==> src/rtl/vend_controller.sv <==
// Vending sequencer: credit, stock, dispense and change handshakes; every input takes effect one cycle later.
// vend_req holds until vend_done and change_valid holds until change_ready. Define VEND_TIMEOUT_EN to refund idle credit.
module vend_controller #(
  parameter int unsigned ITEM0_PRICE    = 3,
  parameter int unsigned ITEM1_PRICE    = 5,
  parameter int unsigned ITEM2_PRICE    = 7,
  parameter int unsigned ITEM3_PRICE    = 10,
  parameter int unsigned MAX_CREDIT     = 99,
  parameter int unsigned STOCK_INIT     = 8,
  parameter int unsigned TIMEOUT_CYCLES = 1000
) (
  input  logic       clk,
  input  logic       rst_n,
  input  logic       coin_pulse,
  input  logic [7:0] coin_value,
  input  logic       sel_pulse,
  input  logic [1:0] sel_item,
  input  logic       cancel_pulse,
  input  logic       restock_pulse,
  input  logic       vend_done,
  input  logic       change_ready,
  output logic [7:0] credit,
  output logic       vend_req,
  output logic [1:0] vend_item,
  output logic       change_valid,
  output logic [7:0] change_amount,
  output logic       coin_reject,
  output logic       err_pulse,
  output logic [1:0] err_code,
  output logic [1:0] state
);

  typedef enum logic [1:0] {
    S_IDLE     = 2'd0,
    S_CREDIT   = 2'd1,
    S_DISPENSE = 2'd2,
    S_CHANGE   = 2'd3
  } state_t;

  localparam logic [1:0] ERR_NONE     = 2'b00;
  localparam logic [1:0] ERR_SOLD_OUT = 2'b01;
  localparam logic [1:0] ERR_FUNDS    = 2'b10;
  localparam logic [1:0] ERR_TIMEOUT  = 2'b11;

  localparam logic [7:0] STOCK_FULL = 8'(STOCK_INIT);
  localparam logic [8:0] CREDIT_CAP = 9'(MAX_CREDIT);

  state_t     state_q, state_d;
  logic [7:0] credit_q, credit_d;
  logic [7:0] stock_q [4];
  logic [7:0] stock_d [4];
  logic [1:0] vend_item_q, vend_item_d;
  logic       coin_reject_q, coin_reject_d;
  logic       err_pulse_q, err_pulse_d;
  logic [1:0] err_code_q, err_code_d;

  logic [7:0] price;
  logic [8:0] coin_sum;
  logic       coin_fits;
  logic       timeout_hit;

  always_comb begin
    price = 8'(ITEM0_PRICE);
    case (sel_item)
      2'd0: price = 8'(ITEM0_PRICE);
      2'd1: price = 8'(ITEM1_PRICE);
      2'd2: price = 8'(ITEM2_PRICE);
      2'd3: price = 8'(ITEM3_PRICE);
      default: price = 8'(ITEM0_PRICE);
    endcase
  end

  // 9-bit sum so an overflowing coin is caught rather than wrapping
  assign coin_sum  = {1'b0, credit_q} + {1'b0, coin_value};
  assign coin_fits = (coin_sum <= CREDIT_CAP);

`ifdef VEND_TIMEOUT_EN
  logic [15:0] idle_cnt_q;

  always_ff @(posedge clk or negedge rst_n) begin
    if (!rst_n) begin
      idle_cnt_q <= 16'd0;
    end else if (state_q != S_CREDIT || coin_pulse || sel_pulse) begin
      idle_cnt_q <= 16'd0;
    end else begin
      idle_cnt_q <= idle_cnt_q + 16'd1;
    end
  end

  assign timeout_hit = (state_q == S_CREDIT) && !coin_pulse && !sel_pulse && !cancel_pulse &&
                       (idle_cnt_q == 16'(TIMEOUT_CYCLES - 1));
`else
  // TIMEOUT_CYCLES has no effect without the timeout build; credit is held indefinitely
  assign timeout_hit = 1'b0 & (TIMEOUT_CYCLES != 0);
`endif

  always_comb begin
    state_d       = state_q;
    credit_d      = credit_q;
    stock_d       = stock_q;
    vend_item_d   = vend_item_q;
    coin_reject_d = 1'b0;
    err_pulse_d   = 1'b0;
    err_code_d    = ERR_NONE;

    case (state_q)
      S_IDLE: begin
        if (coin_pulse) begin
          if (coin_fits) begin
            credit_d = coin_value;
            state_d  = S_CREDIT;
          end else begin
            coin_reject_d = 1'b1;
          end
        end
        if (restock_pulse) begin
          for (int i = 0; i < 4; i++) stock_d[i] = STOCK_FULL;
        end
      end

      S_CREDIT: begin
        if (cancel_pulse) begin
          coin_reject_d = coin_pulse;
          state_d       = S_CHANGE;
        end else if (sel_pulse) begin
          coin_reject_d = coin_pulse;
          if (stock_q[sel_item] == 8'd0) begin
            err_pulse_d = 1'b1;
            err_code_d  = ERR_SOLD_OUT;
          end else if (credit_q < price) begin
            err_pulse_d = 1'b1;
            err_code_d  = ERR_FUNDS;
          end else begin
            credit_d          = credit_q - price;
            stock_d[sel_item] = stock_q[sel_item] - 8'd1;
            vend_item_d       = sel_item;
            state_d           = S_DISPENSE;
          end
        end else if (coin_pulse) begin
          if (coin_fits) begin
            credit_d = coin_sum[7:0];
          end else begin
            coin_reject_d = 1'b1;
          end
        end else if (timeout_hit) begin
          err_pulse_d = 1'b1;
          err_code_d  = ERR_TIMEOUT;
          state_d     = S_CHANGE;
        end
      end

      S_DISPENSE: begin
        coin_reject_d = coin_pulse;
        if (vend_done) begin
          state_d = (credit_q != 8'd0) ? S_CHANGE : S_IDLE;
        end
      end

      S_CHANGE: begin
        coin_reject_d = coin_pulse;
        if (change_ready) begin
          credit_d = 8'd0;
          state_d  = S_IDLE;
        end
      end

      default: state_d = S_IDLE;
    endcase
  end

  always_ff @(posedge clk or negedge rst_n) begin
    if (!rst_n) begin
      state_q       <= S_IDLE;
      credit_q      <= 8'd0;
      vend_item_q   <= 2'd0;
      coin_reject_q <= 1'b0;
      err_pulse_q   <= 1'b0;
      err_code_q    <= ERR_NONE;
      for (int i = 0; i < 4; i++) stock_q[i] <= STOCK_FULL;
    end else begin
      state_q       <= state_d;
      credit_q      <= credit_d;
      vend_item_q   <= vend_item_d;
      coin_reject_q <= coin_reject_d;
      err_pulse_q   <= err_pulse_d;
      err_code_q    <= err_code_d;
      for (int i = 0; i < 4; i++) stock_q[i] <= stock_d[i];
    end
  end

  assign credit        = credit_q;
  assign state         = state_q;
  assign vend_req      = (state_q == S_DISPENSE);
  assign vend_item     = vend_item_q;
  assign change_valid  = (state_q == S_CHANGE);
  assign change_amount = (state_q == S_CHANGE) ? credit_q : 8'd0;
  assign coin_reject   = coin_reject_q;
  assign err_pulse     = err_pulse_q;
  assign err_code      = err_code_q;

endmodule

==> config.mk <==
export PLATFORM = sky130hd
export DESIGN_NAME = vend_controller
export DESIGN_NICKNAME = d
export VERILOG_FILES = /design/src/rtl/vend_controller.sv
export SDC_FILE = /design/constraint.sdc
export NUM_CORES = 1
export LEC_CHECK = 0
export CAP_MARGIN = 40
export CORE_AREA = 2 2 93 95
export CTS_CLUSTER_DIAMETER = 40
export DETAILED_ROUTE_END_ITERATION = 7
export DIE_AREA = 0 0 95 97
export PLACE_DENSITY = 0.64
export SLEW_MARGIN = 25
export SYNTH_ARGS = -nofsm -noshare
export SYNTH_HDL_FRONTEND = slang
export SYNTH_SLANG_ARGS = --single-unit
==> constraint.sdc <==
create_clock -name clk -period 5.65 [get_ports clk]
set_input_delay 0.8475 -clock clk [delete_from_list [all_inputs] [get_ports clk]]
set_output_delay 0.8475 -clock clk [all_outputs]
set_load 0.01 [all_outputs]
[Word level (Yosys, flattened, before mapping)]
Cells that the tools add are included.
Storage, ports and cells
  flip-flop bits (word level): 48
  input bits: 18
  output and inout port bits: 26
  logic and storage cells: 104
Cells by class
  add/subtract/negate cells: 3
  order comparisons: 4
  equality and inequality tests: 22
  muxes and demuxes: 49
  bitwise operators: 4
  reductions and logical operators: 12
Operators by type and width (count)
  $mux W32: 5
  $mux W8: 13
  $pmux W32 S2: 1
  $bwmux W32: 1
  $pmux W8 S4: 1
  $mux W2: 14
  $pmux W8 S3: 1
  $ne A3 B3 Y1 const B: 7
  $ne A2 B2 Y1 const B: 9
  $bmux W8 S2: 1
  $demux W8 S2: 1
  $add A8 B8 Y9: 1
  $le A9 B7 Y1 const B: 1
  $mux W1: 9
  $reduce_and A9 Y1: 1
  $eq A2 B2 Y1 const B: 4
  $logic_not A8 Y1: 1
  $lt A8 B8 Y1: 1
  $pmux W2 S4: 1
  $reduce_bool A8 Y1: 1
  $sub A8 B1 Y8 const B: 1
  $sub A8 B8 Y8: 1
  $reduce_and A7 Y1: 1
  $reduce_and A6 Y1: 1
  12 further kinds: 16

[Logic depth before layout (Yosys ltp)]
Gate-level depths: netlist (run 1).
  word-level depth: 11
  gate-level depth with buffers: 14
  gate-level depth less buffers: 11

[Worst setup path after synthesis (run 1)]
No wires, ideal clock.
  path type: in2reg
  from: input sel_item[1]
  to: register stock_q[24] (netlist name)
  library setup time: 0.121 ns
  data arrival time: 3.374 ns
  data required time: 5.529 ns
  path slack: 2.155 ns
  cell stages on the path: 12
  path buffers: 2
  cells stage by stage: clkbuf_1 -> inv_1 -> ha_1 -> clkbuf_1 -> inv_1 -> fa_1 -> nor2b_1 -> o21a_1 -> nor3_1 -> nor3_1 -> o22ai_2 -> a22o_1
On the way
  longest elaborated chain between the ends: 11
  elaborated cells between the ends (all ways): 26
  those cells by class: add/sub (1); order compare (3); eq/ne (5); mux (12); bitwise (1); reduce/logical (4)
RTL lines
  start, declared: line 17  | input logic [1:0] sel_item,
  $not A2 Y3 (implied by the code): line 127, 135
  $bmux W8 S2, or another cell as far along: line 127, 135
  $mux W8 (implied by the code) or $logic_and A1 B1 Y1 (tied branches): line 127, 135
  $mux W8 (on tied branches): line 127, 135
  $sub A8 B1 Y8 or $demux W8 S2 (tied branches): line 135  | stock_d[sel_item] = stock_q[sel_item] - 8'd1;
  $bwmux W32: line 135
  $mux W32: line 130  | end else if (credit_q < price) begin
  $mux W32: line 127  | if (stock_q[sel_item] == 8'd0) begin
  $mux W32: line 125  | end else if (sel_pulse) begin
  $mux W32: line 122  | if (cancel_pulse) begin
  $pmux W32 S2: line 106  | case (state_q)
  end, declared: line 50  | logic [7:0] stock_q [4];
Parallel ways exist; a longest one is shown, timed or not. The select of a mux whose other input is x is not followed.
A chain may end at the register's enable or synchronous reset.

[Final worst setup path (run 1)]
  from: input sel_item[0]
  to: register stock_q[28] (netlist name)
Same word-level chain as after synthesis.

==> run_results.csv, run 1 <==
group,metric,value,unit
synthesis,ys_top_cells_by_count,"dfrtp_1, a22o_1, nor2_1",
clock_network,numCtsBuffers,5,
route,final_antenna_net_count,0,
sta,tightest_slew,0.8051,ns
floorplanning,rows,33,
synthesis,syn-instance-count,321,
pwr,swShare,0.4107,
pwr,pwr-share-seq,0.286,
placement,dp.final_hpwl,6.173,mm
grt,grt_pass1_vias,2499,
route,vias,2571,
route,drt_iter0_markers,273,
synthesis,ys_seq_area_frac,0.3757,
hold_path,hp-class,"reg -> reg",
pwr,vdd_drop_max,0.2241,mV
grt,grt_max_degree,49,
grt,grt_pass1_wl,13.32,mm
clock_network,cts_root_buf,"clkbuf_8",
finish,layout-drive-gt1-share,0.1152,
sta,fin_skew,0.008417,ns
sta,hold_slack,0.4789,ns
synthesis,synth_top_family_by_area,"compound AO/OA/AOI/OAI gates",
grt,grt.overflow.total,0,
sta,finalCritPeriodShare,0.7904,
setup_path,reg2reg_from,"credit[0]",
route,drc,0,
synthesis,synth_fa_ha_area_frac,0.07872,
finish,syn_to_final_growth,20.19,%
synthesis,yosys-top-cells-area,"dfrtp_1, a22o_1, ha_1",
run_status,status,"finished clean",
sta,final-setup-viol-count,0,
synthesis,synth-xor-area-share,0.02728,
hold_path,min_to,"stock_q[19]",
pwr,power_switching,0.0008267,W
synthesis,yosys.area.top_type,"dfrtp_1",
setup_path,end_kind,"flip-flop",
clock_network,clkSinkCount,48,
placement,placement.io_buffers,43,
setup_path,rrSetupSlack,2.34,ns
grt,grt_antenna_before_repair,0,
clock_network,cts_hold_buf,0,
sta,fin_tns_setup,0,ns
pwr,power_per_cell_area,521.6,nW/µm²
clock_network,cts_tree,"done",
finish,antennaDiodeCount,0,
clock_network,clkTransAtPathRegs,0.08,ns
synthesis,ys_warn_count,0,
floorplanning,design.die.area,9215,µm²
synthesis,muxShareOfSynthArea,0.08574,
hold_path,hold_depth,2,
route,vias_per_cell,5.577,
placement,gp_congestion,0.9085,
synthesis,synth_top_flop_cell,"dfrtp_1",
route,detail_route.wl_per_cell,17.54,µm
synthesis,netlist_area,3211,µm²
pwr,p_int,0.001186,W
floorplanning,num_io_pins,44,
route,wl,8.086,mm
synthesis,avgSynthCellArea,10.00,µm²
floorplanning,core_region_area,8134,µm²
sta,layout_min_cycle_time,4.466,ns
synthesis,synth-compound-area-share,0.2366,
clock_network,clockBufferDepth,2,
floorplanning,initial_core_util,0.3947,
setup_path,worstPathArrival,4.65,ns
synthesis,yosysUniqueCellTypes,60,
route,drt-pass1-iter-count,4,
sta,rsz0062_at_grt,"false",
sta,maxSlewHeadroom,0.4592,
synthesis,async_reset_ff_frac,1.000,
clock_network,cts_setup_buffers,0,
synthesis,post-synth-top-count-cell,"dfrtp_1",
clock_network,h-tree-depth,2,
setup_path,critPathLaunchType,"input port",
finish,multi_input_area,1847,µm²
setup_path,cp.required,5.84,ns
setup_path,critical_path_class,"in -> reg",
grt,track_usage,0.1843,
pwr,p_comb_frac,0.546,
sta,max_freq,223.9,MHz
setup_path,regToRegEndpoint,"credit[3]",
run,maxCapViolCount,0,
clock_network,clk_latency,0.30,ns
synthesis,synth_nets,358,
synthesis,synth_top_area_share,0.3429,
synthesis,ys_ff_latch,48,
pwr,power_frac_clock,0.167,
clock_network,cts_resized,0,
floorplanning,dieHeight,97,µm
synthesis,synth_edf_count,0,
finish,seq_area,1206,µm²
synthesis,synth-simple-area-share,0.1469,
hold_path,hold_start,"stock_q[19]",
setup_path,rr_worst_depth,10,
setup_path,crit_fanout,11,
pwr,power,0.002013,W
pwr,power.leakage,1.720,nW
finish,nNetsFinal,392,
finish,fillers,771,
sta,drv_slew,0,
sta,finalHoldViolCount,0,
floorplanning,die_x,95,µm
[through the flow]
| step | cell area, µm² | cells | util | setup WS [ns] |
|---|---|---|---|---|
| after floorplan | 3211 | 321 | - | 2.155 |
| after global placement | 3692 | 452 | 0.4539 | 1.035 |
| after detailed placement | 3695 | 452 | 0.4542 | 0.9128 |
| after CTS | 3854 | 460 | 0.4738 | 1.209 |
| after global routing | 3859 | 461 | 0.4744 | 0.8996 |
| final | 3859 | 461 | 0.4744 | 1.185 |
[state kept, by name, summed over array words and instances, names as in the netlist]
name and cells:
coin_reject 1, err_code 2, vend_item 2, err_pulse 1, stock_q 32, credit 8
state 2
[critical path, stage by stage]
cell             delay [ns]
clkdlybuf4s50_1        0.87
ha_1                   0.48
inv_1                  0.12
ha_1                   0.24
fa_1                   0.41
nor2b_1                0.16
o21a_1                 0.17
nor3_1                 0.10
nor3_1                 0.63
o22ai_2                0.31
a22o_1                 0.31
[layout by cell type (no fill, tap or decap), types with 3 or more instances in the layout]
master,n
dfrtp_1,44
clkdlybuf4s50_1,42
a22o_1,31
nor2_1,30
inv_1,22
ha_1,17
a21oi_1,14
o21ai_0,13
nand2_1,12
mux4_2,8
nand2b_1,8
nor3_1,8
and3_1,8
nor2b_1,7
a22oi_1,6
xnor2_1,5
mux2i_1,5
xor2_1,5
clkbuf_8,5
o21a_1,4
o22ai_2,4
dfstp_2,4
or2_2,3
a211oi_1,3
mux2_4,3
bufinv_16,3
[how the worst max path moves through the flow]
stage                           start          end  slack, ns  depth (start not counted)
after global placement    sel_item[0]  stock_q[23]       1.04                         11
after detailed placement  sel_item[0]  stock_q[23]       0.91                         11
after floorplan           sel_item[1]  stock_q[24]       2.15                         12
final                     sel_item[0]  stock_q[28]       1.18                         11
after global routing      sel_item[0]  stock_q[23]       0.90                         11
after CTS                 sel_item[0]  stock_q[23]       1.21                         11
[metal layers]
metal  wire length [µm]  part of all wire  global-route usage
met1               4037              0.50              0.2877
met2               3568              0.44              0.2668
met3                416             0.051             0.03505
met4                 64            0.0079             0.03344
met5                  0                 0                   0
[power by group through the flow]
stage          combinational (W)  sequential, W  clock [W]
2_1_floorplan           0.000788       0.000534          0
3_3_place_gp             0.00107       0.000582          0
6_report                 0.00110       0.000576   0.000337
4_1_cts                  0.00110       0.000576   0.000343
5_1_grt                  0.00121       0.000594   0.000356
3_5_place_dp             0.00109       0.000582          0
[kinds of logic (layout without fill, tap and decap cells)]
| family | Yosys count | after routing |
|---|---|---|
| compound gates | 99 | 99 |
| fa+ha+maj | 19 | 19 |
| mux | 16 | 16 |
| simple gates | 90 | 90 |
| xor+xnor | 10 | 10 |
| buf+inv | 39 | 74 |
| flops | 48 | 48 |
[cell type report]
| class | count | area share |
|---|---|---|
| repair buffers | 44 | 0.1122 |
| flip-flops and latches | 48 | 0.3126 |
| clock buffers | 5 | 0.01783 |
| multi-input cells | 234 | 0.4786 |
| inverters | 22 | 0.02140 |
| clock inverters | 3 | 0.02335 |
| well taps | 105 | 0.03405 |
Power figures use the tool's default switching activity.
==> run 2: changes to the inputs <==
==> constraint.sdc (replaced) <==
create_clock -name clk -period 4.4 [get_ports clk]
set_input_delay 0.66 -clock clk [delete_from_list [all_inputs] [get_ports clk]]
set_output_delay 0.66 -clock clk [all_outputs]
set_load 0.01 [all_outputs]
==> run 2 against run 1 <==
Count of clock-buffer cells in the layout is 1 higher. Non-clock buffer count is 6 higher. Critical path depth stayed put. Clock power is 26% lower. Sequential share of layout area is 0.28 points higher. Critical endpoint unchanged. Largest cell class unchanged.
==> run_results.csv, run 2 (same netlist as run 1, synthesis figures left out) <==
group,metric,value,unit
grt,track_usage,0.1842,
finish,fillers,787,
floorplanning,dieHeight,97,µm
route,vias_per_cell,5.717,
grt,grt_pass1_vias,2537,
pwr,power.leakage,1.713,nW
setup_path,critical_path_class,"in -> reg",
sta,rsz0062_at_grt,"false",
finish,largest_reg_flops,32,
floorplanning,num_io_pins,44,
run_status,status,"finished clean",
clock_network,numCtsBuffers,5,
sta,finalHoldViolCount,0,
clock_network,cts_hold_buf,0,
sta,max_freq,280.7,MHz
sta,drv_slew,0,
sta,tightest_slew,0.8048,ns
route,detail_route.wl_per_cell,17.43,µm
sta,layout_min_cycle_time,3.563,ns
floorplanning,initial_core_util,0.3947,
clock_network,clkTransAtPathRegs,0.08,ns
setup_path,critPathLaunchType,"input port",
sta,finalCritPeriodShare,0.8097,
finish,multi_input_area,1847,µm²
setup_path,end_kind,"flip-flop",
route,final_antenna_net_count,0,
pwr,power_per_cell_area,633.1,nW/µm²
clock_network,cts_resized,0,
finish,syn_to_final_growth,19.13,%
run,maxCapViolCount,0,
sta,maxSlewHeadroom,0.4623,
clock_network,h-tree-depth,2,
pwr,power,0.002421,W
hold_path,hp-class,"in -> async",
route,drt-pass1-iter-count,4,
route,drt_iter0_markers,142,
clock_network,cts_root_buf,"clkbuf_8",
route,wl,8.121,mm
placement,post_dp_cell_area,3747,µm²
finish,nNetsFinal,398,
placement,placement.io_buffers,43,
floorplanning,design.die.area,9215,µm²
sta,fin_skew,0.003436,ns
clock_network,cts_setup_buffers,0,
floorplanning,rows,33,
placement,dp.final_hpwl,5.918,mm
finish,largest_register,"stock_q",
finish,layout-drive-gt1-share,0.1247,
clock_network,cts_tree,"done",
clock_network,clockBufferDepth,2,
finish,antennaDiodeCount,0,
route,vias,2664,
grt,grt_pass1_wl,13.34,mm
finish,stdcell_area,3825,µm²
setup_path,crit_fanout,8,
grt,grt_antenna_before_repair,0,
floorplanning,core_region_area,8134,µm²
sta,fin_tns_setup,0,ns
clock_network,clkSinkCount,48,
finish,final_common_cell,"dfrtp_1",
sta,final-setup-viol-count,0,
route,drc,0,
finish,final_cell_mix,"dfrtp_1, clkdlybuf4s50_1, a22o_1",
clock_network,clk_latency,0.30,ns
floorplanning,die_x,95,µm
grt,grt_max_degree,49,
placement,gp_congestion,0.9141,
finish,post-route-util,0.4702,
setup_path,worstPathArrival,3.75,ns
setup_path,cp.required,4.59,ns
grt,grt.overflow.total,0,
pwr,vdd_drop_max,0.3217,mV
finish,seq_area,1206,µm²
run 2: changes by cell type in the layout (fill, tap and decap cells not counted), sizes merged:
cell and delta:
bufinv -3, clkinv +1, buf +7
run 2: routing by layer:
metal / vias to the layer above / track usage / routed length [µm]
met5: - / 0 / 0
met4: 0 / 0.04571 / 70
met3: 8 / 0.03427 / 479
met2: 83 / 0.2531 / 3509
met1: 1309 / 0.2949 / 4062
li1: 1264 / - / -
run 2: path summary, 6_finish.rpt:
check / from / end / slack [ns] / cells after the start
hold reg to reg: stock_q[11] / stock_q[11] / 0.48 / 2
hold / removal: rst_n / stock_q[7] / 0.36 / 1
max in group asynchronous: rst_n / credit[4] / 3.63 / 1
setup / recovery: sel_item[1] / stock_q[28] / 0.84 / 11
min in group clk: stock_q[11] / stock_q[11] / 0.48 / 2
setup reg to reg: credit[0] / credit[3] / 1.22 / 10
run 2: area by class of cell:
class	count	share of cell area
clock inverters	1	0.001308
inverters	22	0.02159
well taps	105	0.03435
clock buffers	6	0.01897
repair buffers	50	0.1256
flip-flops and latches	48	0.3153
multi-input cells	234	0.4828
run 2: worst max-delay path, cell delays in order:
cell             delay (ns)
clkdlybuf4s50_1        0.64
ha_1                   0.23
inv_1                  0.06
ha_1                   0.21
fa_1                   0.39
nor2b_1                0.16
o21a_1                 0.17
nor3_1                 0.10
nor3_1                 0.50
o22ai_2                0.32
a22o_1                 0.32
run 2: report_power, final:
group          switching [W]  leakage, nW  internal (W)
Sequential          0.000117        0.633      0.000575
Clock               0.000141       0.0410      0.000108
Combinational       0.000804         1.04      0.000676
run 2: through the flow:
stage                     hold WS [ns]  cells  setup slack, ns
final                           0.3623    466           0.8373
after CTS                       0.3911    466           0.8398
after detailed placement        0.4670    459           0.5588
after global placement          0.4653    459           0.6284
after floorplan                 0.3644    321            1.092
after global routing            0.4098    466           0.6069
==> run 3: changes to the inputs <==
--- a/config.mk
+++ b/config.mk
@@ -10,7 +10,7 @@
 export CTS_CLUSTER_DIAMETER = 40
 export DETAILED_ROUTE_END_ITERATION = 7
 export DIE_AREA = 0 0 95 97
-export PLACE_DENSITY = 0.64
+export PLACE_DENSITY = 0.67
 export SLEW_MARGIN = 25
 export SYNTH_ARGS = -nofsm -noshare
 export SYNTH_HDL_FRONTEND = slang
==> constraint.sdc (replaced) <==
create_clock -name clk -period 3 [get_ports clk]
set_input_delay 0.45 -clock clk [delete_from_list [all_inputs] [get_ports clk]]
set_output_delay 0.45 -clock clk [all_outputs]
set_load 0.01 [all_outputs]
==> run 3 against run 2 <==
Cell area increased by 16%. Non-clock buffer count grew 66. Clock skew is 0.0091 ns higher. Die area unchanged. Largest cell class unchanged. Largest power group unchanged.
==> run_results.csv, run 3 (same netlist as run 1, synthesis figures left out) <==
group,metric,value,unit
grt,grt_pass1_wl,14.56,mm
run_status,status,"finished clean",
route,vias_per_cell,5.605,
setup_path,cp_slowest_cell,"or4b_1",
pwr,vdd_drop_max,0.5312,mV
pwr,power_per_cell_area,971.7,nW/µm²
finish,syn_to_final_growth,37.84,%
floorplanning,core_region_area,8134,µm²
floorplanning,dieHeight,97,µm
route,drt-pass1-iter-count,5,
setup_path,critical_path_class,"in -> reg",
setup_path,cp_num_buf_inv,2,
setup_path,slowest_delay,0.49,ns
setup_path,critPathLaunchType,"input port",
sta,fin_tns_setup,0,ns
sta,maxSlewHeadroom,0.5813,
route,vias,2982,
route,detail_route.wl_per_cell,16.84,µm
route,drc,0,
finish,multi_input_area,1931,µm²
sta,tightest_slew,0.6281,ns
setup_path,worstPathArrival,3.10,ns
grt,grt.overflow.total,0,
finish,final_common_cell,"buf_4",
pwr,power.leakage,2.050,nW
floorplanning,design.die.area,9215,µm²
sta,setup_slack,0.09064,ns
sta,max_freq,343.7,MHz
clock_network,cts_hold_buf,0,
sta,finalCritPeriodShare,0.9698,
floorplanning,rows,33,
placement,dp.final_hpwl,6.713,mm
clock_network,clk_latency,0.31,ns
clock_network,cts_root_buf,"clkbuf_8",
floorplanning,die_x,95,µm
placement,gp_congestion,0.9076,
floorplanning,num_io_pins,44,
sta,drv_slew,0,
grt,grt_pass1_vias,2850,
finish,fillers,734,
floorplanning,initial_core_util,0.3947,
route,wl,8.961,mm
finish,largest_register,"stock_q",
route,final_antenna_net_count,0,
grt,grt_antenna_before_repair,0,
hold_path,hp-class,"in -> async",
finish,nNetsFinal,464,
route,drt_iter0_markers,226,
clock_network,clockBufferDepth,2,
finish,seq_area,1206,µm²
sta,fin_skew,0.01250,ns
sta,hold_slack,0.1535,ns
finish,layout-drive-gt1-share,0.2881,
placement,placement.io_buffers,43,
finish,antennaDiodeCount,0,
sta,layout_min_cycle_time,2.909,ns
clock_network,h-tree-depth,2,
grt,track_usage,0.2008,
sta,finalHoldViolCount,0,
clock_network,clkSinkCount,48,
setup_path,end_kind,"flip-flop",
clock_network,numCtsBuffers,5,
finish,final_cell_mix,"buf_4, dfrtp_1, clkdlybuf4s50_1",
clock_network,cts_tree,"done",
grt,grt_max_degree,49,
run,maxCapViolCount,0,
placement,dp_slack,-0.3771,ns
setup_path,crit_fanout,6,
sta,final-setup-viol-count,0,
setup_path,critPathTopFamily,"compound AO/OA/AOI/OAI gates",
finish,largest_reg_flops,32,
finish,post-route-util,0.5441,
clock_network,clkTransAtPathRegs,0.10,ns
setup_path,cp.required,3.19,ns
setup_path,crit_chain,"clkdlybuf4s50_1 -> ha_1 -> a211oi_2 -> buf_4 -> or4b_1 -> o311a_1 -> a31o_2 -> o2111ai_4 -> a21oi_4 -> mux2_4",
## run 3: cell types whose count changed in the layout (fill, tap and decap cells not counted), moves of 2 or more
| cell | delta |
|---|---|
| buf_4 | +64 |
| nor2b_2 | +2 |
| buf_6 | +2 |
| nor3_1 | -2 |
| nor2b_1 | -2 |
| nor3_4 | +2 |
## run 3: worst reg2reg max path, delay by kind of cell (launching register included)
family,cells,cell delay (ns)
compound gates,5,0.87
simple gates,1,0.49
flops,1,0.46
fa+ha+maj,1,0.33
mux,1,0.33
buf+inv,1,0.14
## run 3: cell type report
cell class / count / area share
clock buffers: 6 / 0.01866
clock inverters: 1 / 0.001979
inverters: 22 / 0.01866
multi-input cells: 234 / 0.4362
flip-flops and latches: 48 / 0.2725
well taps: 105 / 0.02969
repair buffers: 116 / 0.2222
## run 3: per-layer routing
layer	track usage	share of wire	wire (µm)	up-vias
met2	0.2881	0.46	4106	95
li1	-	-	-	1396
met5	0	0	0	-
met3	0.03816	0.060	540	10
met4	0.05128	0.0099	89	0
met1	0.3101	0.47	4224	1481
## run 3: through the flow
stage                     instances  cell area (µm²)  total power, W
after detailed placement        524             4248        0.003747
after floorplan                 321             3224        0.002507
after global placement          524             4245        0.003692
after CTS                       532             4359        0.004182
final                           532             4425        0.004300
after global routing            532             4425        0.004625
## run 3: timing repair
| action | 4_1_cts | 5_1_grt |
|---|---|---|
| pin swaps | 2 | 4 |
| setup endpoints to repair | 31 | 41 |
| gates resized for setup | 4 | 15 |
| endpoints found under the hold margin | 0 | 0 |
| setup buffers | 1 | 0 |
## run 3: where the power goes
group | total [W] | internal, W | switching, W
logic | 0.00293 | 0.00150 | 0.00143
registers | 0.000963 | 0.000844 | 0.000119
clock network | 0.000410 | 0.000184 | 0.000225
## run 3: path summary, 6_finish.rpt
kind | end | cells past startpoint | startpoint | slack, ns
min reg2reg | stock_q[11] | 2 | stock_q[11] | 0.47
max reg2reg | credit[4] | 9 | credit[1] | 0.25
max in group asynchronous | credit[4] | 1 | rst_n | 2.42
min in group clk | stock_q[11] | 2 | stock_q[11] | 0.47
max | credit[4] | 10 | coin_value[1] | 0.09
min | stock_q[23] | 1 | rst_n | 0.15
